File: src/rtl/threshold_cutter_block_reader.sv
// Streams completed threshold-cutter blocks out of BRAM as valid/ready words, in block order.
// First word 3 clocks after blk_done; m_ready low halts reads at once, at most 2 words buffered.
module threshold_cutter_block_reader #(
    parameter int BLOCK_NUM_INDEX   = 6,
    parameter int BLOCK_DEPTH_INDEX = 9,
    parameter int BLOCK_DEPTH       = 400,
    parameter int DATA_WIDTH        = 32
) (
    input  logic                                       clk,
    input  logic                                       rst,
    input  logic                                       blk_done,
    output logic                                       bram_ren,
    output logic [BLOCK_NUM_INDEX+BLOCK_DEPTH_INDEX-1:0] bram_raddr,
    input  logic [DATA_WIDTH-1:0]                      bram_rdata,
    output logic [DATA_WIDTH-1:0]                      m_data,
    output logic                                       m_valid,
    input  logic                                       m_ready,
    output logic                                       m_last,
    output logic [BLOCK_NUM_INDEX-1:0]                 m_block_no,
    output logic [BLOCK_NUM_INDEX:0]                   pending,
    output logic                                       overflow
);

    localparam logic [BLOCK_NUM_INDEX:0]     PEND_MAX = {1'b1, {BLOCK_NUM_INDEX{1'b0}}};
    localparam logic [BLOCK_NUM_INDEX:0]     PEND_ONE = {{BLOCK_NUM_INDEX{1'b0}}, 1'b1};
    localparam logic [BLOCK_NUM_INDEX-1:0]   BLK_ONE  = {{(BLOCK_NUM_INDEX-1){1'b0}}, 1'b1};
    localparam logic [BLOCK_DEPTH_INDEX-1:0] PTR_ONE  = {{(BLOCK_DEPTH_INDEX-1){1'b0}}, 1'b1};
    localparam logic [BLOCK_DEPTH_INDEX-1:0] PTR_LAST = BLOCK_DEPTH_INDEX'(BLOCK_DEPTH - 1);

    typedef enum logic [1:0] {IDLE, READ, DRAIN} state_t;

    typedef struct packed {
        logic [DATA_WIDTH-1:0]      data;
        logic                       last;
        logic [BLOCK_NUM_INDEX-1:0] blk;
    } entry_t;

    state_t                       state_q, state_d;
    logic [BLOCK_NUM_INDEX-1:0]   rd_block_q, rd_block_d;
    logic [BLOCK_DEPTH_INDEX-1:0] rd_ptr_q, rd_ptr_d;
    logic [BLOCK_NUM_INDEX:0]     pending_q, pending_d;
    logic                         overflow_q, overflow_d;
    logic                         rd_vld_q, rd_vld_d;
    logic                         rd_last_q, rd_last_d;
    logic [BLOCK_NUM_INDEX-1:0]   rd_blk_q, rd_blk_d;
    entry_t [1:0]                 fifo_q, fifo_d;
    logic                         fifo_wptr_q, fifo_wptr_d;
    logic                         fifo_rptr_q, fifo_rptr_d;
    logic [1:0]                   fifo_cnt_q, fifo_cnt_d;

    entry_t     head;
    logic       pop, pop_last, issue;
    logic [2:0] occ_after_pop;

    always_comb begin
        head          = fifo_q[fifo_rptr_q];
        pop           = (fifo_cnt_q != 2'd0) && m_ready;
        pop_last      = pop && head.last;
        // Reads take two edges to land in the buffer; bram_ren is decided in
        // the same cycle so one outstanding read plus one buffered word
        // keeps a full-rate stream inside two entries.
        occ_after_pop = {1'b0, fifo_cnt_q} + {2'b00, rd_vld_q} - {2'b00, pop};
        issue         = (state_q == READ) && (occ_after_pop < 3'd2);
    end

    always_comb begin
        state_d     = state_q;
        rd_block_d  = rd_block_q;
        rd_ptr_d    = rd_ptr_q;
        pending_d   = pending_q;
        overflow_d  = overflow_q;
        rd_vld_d    = issue;
        rd_last_d   = (rd_ptr_q == PTR_LAST);
        rd_blk_d    = rd_block_q;
        fifo_d      = fifo_q;
        fifo_wptr_d = fifo_wptr_q;
        fifo_rptr_d = fifo_rptr_q;
        fifo_cnt_d  = fifo_cnt_q + {1'b0, rd_vld_q} - {1'b0, pop};

        case (state_q)
            IDLE: begin
                if (pending_q != '0) begin
                    state_d  = READ;
                    rd_ptr_d = '0;
                end
            end
            READ: begin
                if (issue) begin
                    rd_ptr_d = rd_ptr_q + PTR_ONE;
                    if (rd_ptr_q == PTR_LAST) begin
                        state_d = DRAIN;
                    end
                end
            end
            DRAIN: begin
                if (pop_last) begin
                    rd_block_d = rd_block_q + BLK_ONE;
                    rd_ptr_d   = '0;
                    state_d    = IDLE;
                end
            end
            default: state_d = IDLE;
        endcase

        if (rd_vld_q) begin
            fifo_d[fifo_wptr_q].data = bram_rdata;
            fifo_d[fifo_wptr_q].last = rd_last_q;
            fifo_d[fifo_wptr_q].blk  = rd_blk_q;
            fifo_wptr_d              = ~fifo_wptr_q;
        end
        if (pop) begin
            fifo_rptr_d = ~fifo_rptr_q;
        end

        // A full counter cannot absorb another block: the writer has lapped us.
        if (blk_done && !pop_last) begin
            if (pending_q == PEND_MAX) begin
                overflow_d = 1'b1;
            end else begin
                pending_d = pending_q + PEND_ONE;
            end
        end else if (!blk_done && pop_last) begin
            pending_d = pending_q - PEND_ONE;
        end
    end

    always_ff @(posedge clk) begin
        if (rst) begin
            state_q     <= IDLE;
            rd_block_q  <= '0;
            rd_ptr_q    <= '0;
            pending_q   <= '0;
            overflow_q  <= 1'b0;
            rd_vld_q    <= 1'b0;
            rd_last_q   <= 1'b0;
            rd_blk_q    <= '0;
            fifo_q      <= '0;
            fifo_wptr_q <= 1'b0;
            fifo_rptr_q <= 1'b0;
            fifo_cnt_q  <= 2'd0;
        end else begin
            state_q     <= state_d;
            rd_block_q  <= rd_block_d;
            rd_ptr_q    <= rd_ptr_d;
            pending_q   <= pending_d;
            overflow_q  <= overflow_d;
            rd_vld_q    <= rd_vld_d;
            rd_last_q   <= rd_last_d;
            rd_blk_q    <= rd_blk_d;
            fifo_q      <= fifo_d;
            fifo_wptr_q <= fifo_wptr_d;
            fifo_rptr_q <= fifo_rptr_d;
            fifo_cnt_q  <= fifo_cnt_d;
        end
    end

    assign bram_ren   = issue;
    assign bram_raddr = {rd_block_q, rd_ptr_q};
    assign m_valid    = (fifo_cnt_q != 2'd0);
    assign m_data     = head.data;
    assign m_last     = head.last;
    assign m_block_no = head.blk;
    assign pending    = pending_q;
    assign overflow   = overflow_q;

endmodule

File: config.mk
export PLATFORM = sky130hd
export DESIGN_NAME = threshold_cutter_block_reader
export DESIGN_NICKNAME = d
export VERILOG_FILES = /design/src/rtl/threshold_cutter_block_reader.sv
export SDC_FILE = /design/constraint.sdc
export NUM_CORES = 1
export LEC_CHECK = 0
export ABC_AREA = 1
export BUFFER_PORTS_ARGS = -buffer_cell sky130_fd_sc_hd__buf_2
export CORE_MARGIN = 8
export CORE_UTILIZATION = 35
export DETAILED_ROUTE_END_ITERATION = 8
export GPL_ROUTABILITY_DRIVEN = 0
export PLACE_DENSITY = 0.65
export SETUP_SLACK_MARGIN = 0.2
export SLEW_MARGIN = 20
export SYNTH_ARGS = -nofsm -noshare
export SYNTH_HDL_FRONTEND = slang
export SYNTH_SLANG_ARGS = --single-unit
File: constraint.sdc
create_clock -name clk -period 3.6 [get_ports clk]
set_clock_uncertainty 0.2 [all_clocks]
set_input_delay 0.72 -clock clk [delete_from_list [all_inputs] [get_ports clk]]
set_output_delay 0.72 -clock clk [all_outputs]
set_load 0.005 [all_outputs]
==> reports/qor.yml <==
synthesis:
  yosysWarnings: 0
  avgSynthCellArea_um2: 6.86
  synth_cells: 771
  ys_types: 34
  netlist_area_um2: 5290
  ys_seq_area_share_pct: 43.5
  ys_seq_elements: 115
  synth.net_count: 823
clock_tree:
  htree_levels: 4
  clock_sinks: 115
  clk_pin_slew_ns: 0.05
  post_cts_resized: 0
  clk-insertion-delay-late_ns: 0.40
  holdBufCountCts: 0
  numCtsBuffers: 17
  cts_tree: "done"
  clk_path_buf_depth: 2
  root_buffer: "clkbuf_16"
  post_cts_buffers: 0
layout:
  final_nets: 911
  postLayoutCoreUtil_pct: 43.6
  diodes: 0
  final_layout_size_suffix_gt1_share_pct: 18.9
  area_growth_pct: 23.4
critical_path:
  arrival_ns: 2.34
  critPathLaunchType: "flip-flop"
  path_max_fanout: 6
  required_ns: 2.68
  end_kind: "output pin"
  criticalPathCategory: "flip-flop to output pin"
timing:
  rsz0062_at_grt: "false"
  setup_violations: 0
  post-route-min-period_ns: 3.26
  finalHoldViolCount: 0
  tns_ns: 0
  post-route-period-util_pct: 90.5
  fmax_mhz: 307
  slew_headroom_pct: 66.5
  slew_viol_final: 0
  worst_pin_slew_ns: 0.502
power_and_ir_drop:
  combPwrFrac_pct: 29.5
  p_sw_share_pct: 34.4
  internal-power_mw: 3.10
  irDropWorstVdd_mv: 0.566
  switching_power_mw: 1.63
  powerDensity_nw_per_um2: 725
  power_frac_seq_pct: 34.7
  p_total_mw: 4.73
  clockPowerShare_pct: 35.9
  cellLeakagePower_nw: 3.15
global_route:
  track_usage_pct: 14.3
  antenna_found_initial: 0
  grt_pass1_vias: 4610
  overflow: 0
  grt_pass1_wl_um: 22900
  grt_max_degree: 53
route:
  via_per_inst: 4.59
  drtAntennaViolNets: 0
  wl_per_cell_um: 12.8
  drtIter0Drc: 244
  drt_first_pass_iters: 4
  drcViolationCount: 0
  wl_um: 13600
  vias: 4863
status:
  run_status: "finished, final reports clean"
placed_design:
  dpl.hpwl_um: 8900
  place.port_buffers: 99
floorplanning:
  die_width_um: 139
  die_area_um2: 19300
  initial_core_util_pct: 35.3
  dieHeight_um: 139
  ioPinCount: 100
  core_region_area_um2: 15000
  rows: 45
worst_hold_path:
  min_path_type: "flip-flop to flip-flop"
flow_run:
  cap_violations: 0
cell type report:
class	count	area [µm²]
repair buffers	106	548
multi-input cells	571	2650
well taps	188	235
clock inverters	12	156
fillers	1587	8450
clock buffers	20	447
flip-flops and latches	115	2300
inverters	48	185
per-layer routing:
metal	global-route usage [%]	share of wire [%]
met5	0	0
met4	4.97	1.4
met3	4.41	4.5
met2	22.6	45
met1	18.1	49
synthesized netlist by cell type, drive strengths merged:
library cell,instances,area [µm²]
o21a,1,7.51
fa,2,40.0
o21ai,90,450
o21bai,1,7.51
buf,11,60.1
nand3b,1,7.51
nand3,26,148
clkbuf,26,100
inv,48,185
nor3b,2,15.0
a21oi,19,95.1
nand4,6,43.8
nand2,186,743
nor3,6,35.0
nor2,211,823
xor2,5,43.8
dfxtp,115,2300
ha,14,175
or2,1,6.26
cell usage in the layout (no fill, tap or decap), types with 3 or more instances in the layout:
master        n
nor2_1      206
nand2_1     176
dfxtp_1     114
buf_2        99
o21ai_0      88
inv_1        41
nand3_1      23
a21oi_1      19
clkbuf_16    17
ha_1         14
buf_4         7
nand2_2       6
inv_2         5
xor2_1        5
nand4_1       5
nor3_1        5
nand2_4       4
clkinvlp_4    4
bufinv_16     3
worst max-delay path: stages (launching register included):
cell,delay (ns)
dfxtp_1,0.35
nor2_4,0.19
nor2_8,0.07
ha_1,0.27
inv_1,0.04
ha_1,0.18
fa_1,0.43
inv_1,0.10
nand3_2,0.11
nor2_1,0.09
buf_2,0.12
power by group through the flow:
stage,Sequential [mW],Combinational [mW],Clock [mW]
floorplan,1.63,0.971,0
finish,1.64,1.39,1.70
global route,1.67,1.61,1.80
detailed placement,1.66,1.41,0
CTS,1.64,1.41,1.74
global placement,1.66,1.39,0
registers in the layout, indices dropped and copies added, names as in the netlist:
signal,flops
fifo_cnt_q,2
fifo_q,78
fifo_rptr_q,1
fifo_wptr_q,1
overflow,1
pending,7
rd_blk_d,6
rd_blk_q,6
rd_last_q,1
rd_ptr_q,9
rd_vld_q,1
state_q,2
path summary, 6_finish.rpt:
| path | startpoint | to | slack [ns] | depth (start not counted) |
|---|---|---|---|---|
| hold reg to reg | overflow | overflow | 0.27 | 1 |
| setup reg to reg | fifo_cnt_q[1] | rd_ptr_q[4] | 0.93 | 12 |
| setup / recovery | fifo_cnt_q[1] | bram_ren | 0.34 | 10 |
| hold / removal | overflow | overflow | 0.27 | 1 |
per-stage QoR:
| stage | setup WS (ns) | instance area (µm²) | cells | hold WS, ns |
|---|---|---|---|---|
| global route | 0.208 | 6530 | 1060 | 0.292 |
| global placement | 0.281 | 5910 | 1028 | 0.245 |
| finish | 0.343 | 6530 | 1060 | 0.266 |
| detailed placement | 0.286 | 5910 | 1028 | 0.251 |
| floorplan | 0.567 | 5290 | 771 | 0.250 |
| CTS | 0.241 | 6520 | 1060 | 0.273 |
cell families (layout without fill, tap and decap cells):
| group | Yosys count | after routing | synth area share, % |
|---|---|---|---|
| flip-flops | 115 | 115 | 43.5 |
| adder cells (fa/ha/maj) | 16 | 16 | 4.07 |
| XOR/XNOR | 5 | 5 | 0.828 |
| AND/OR/NAND/NOR | 439 | 439 | 34.4 |
| buffers and inverters | 85 | 186 | 6.53 |
| AO/OA/AOI/OAI | 111 | 111 | 10.6 |
No activity file was read; power rests on OpenSTA's default activity.
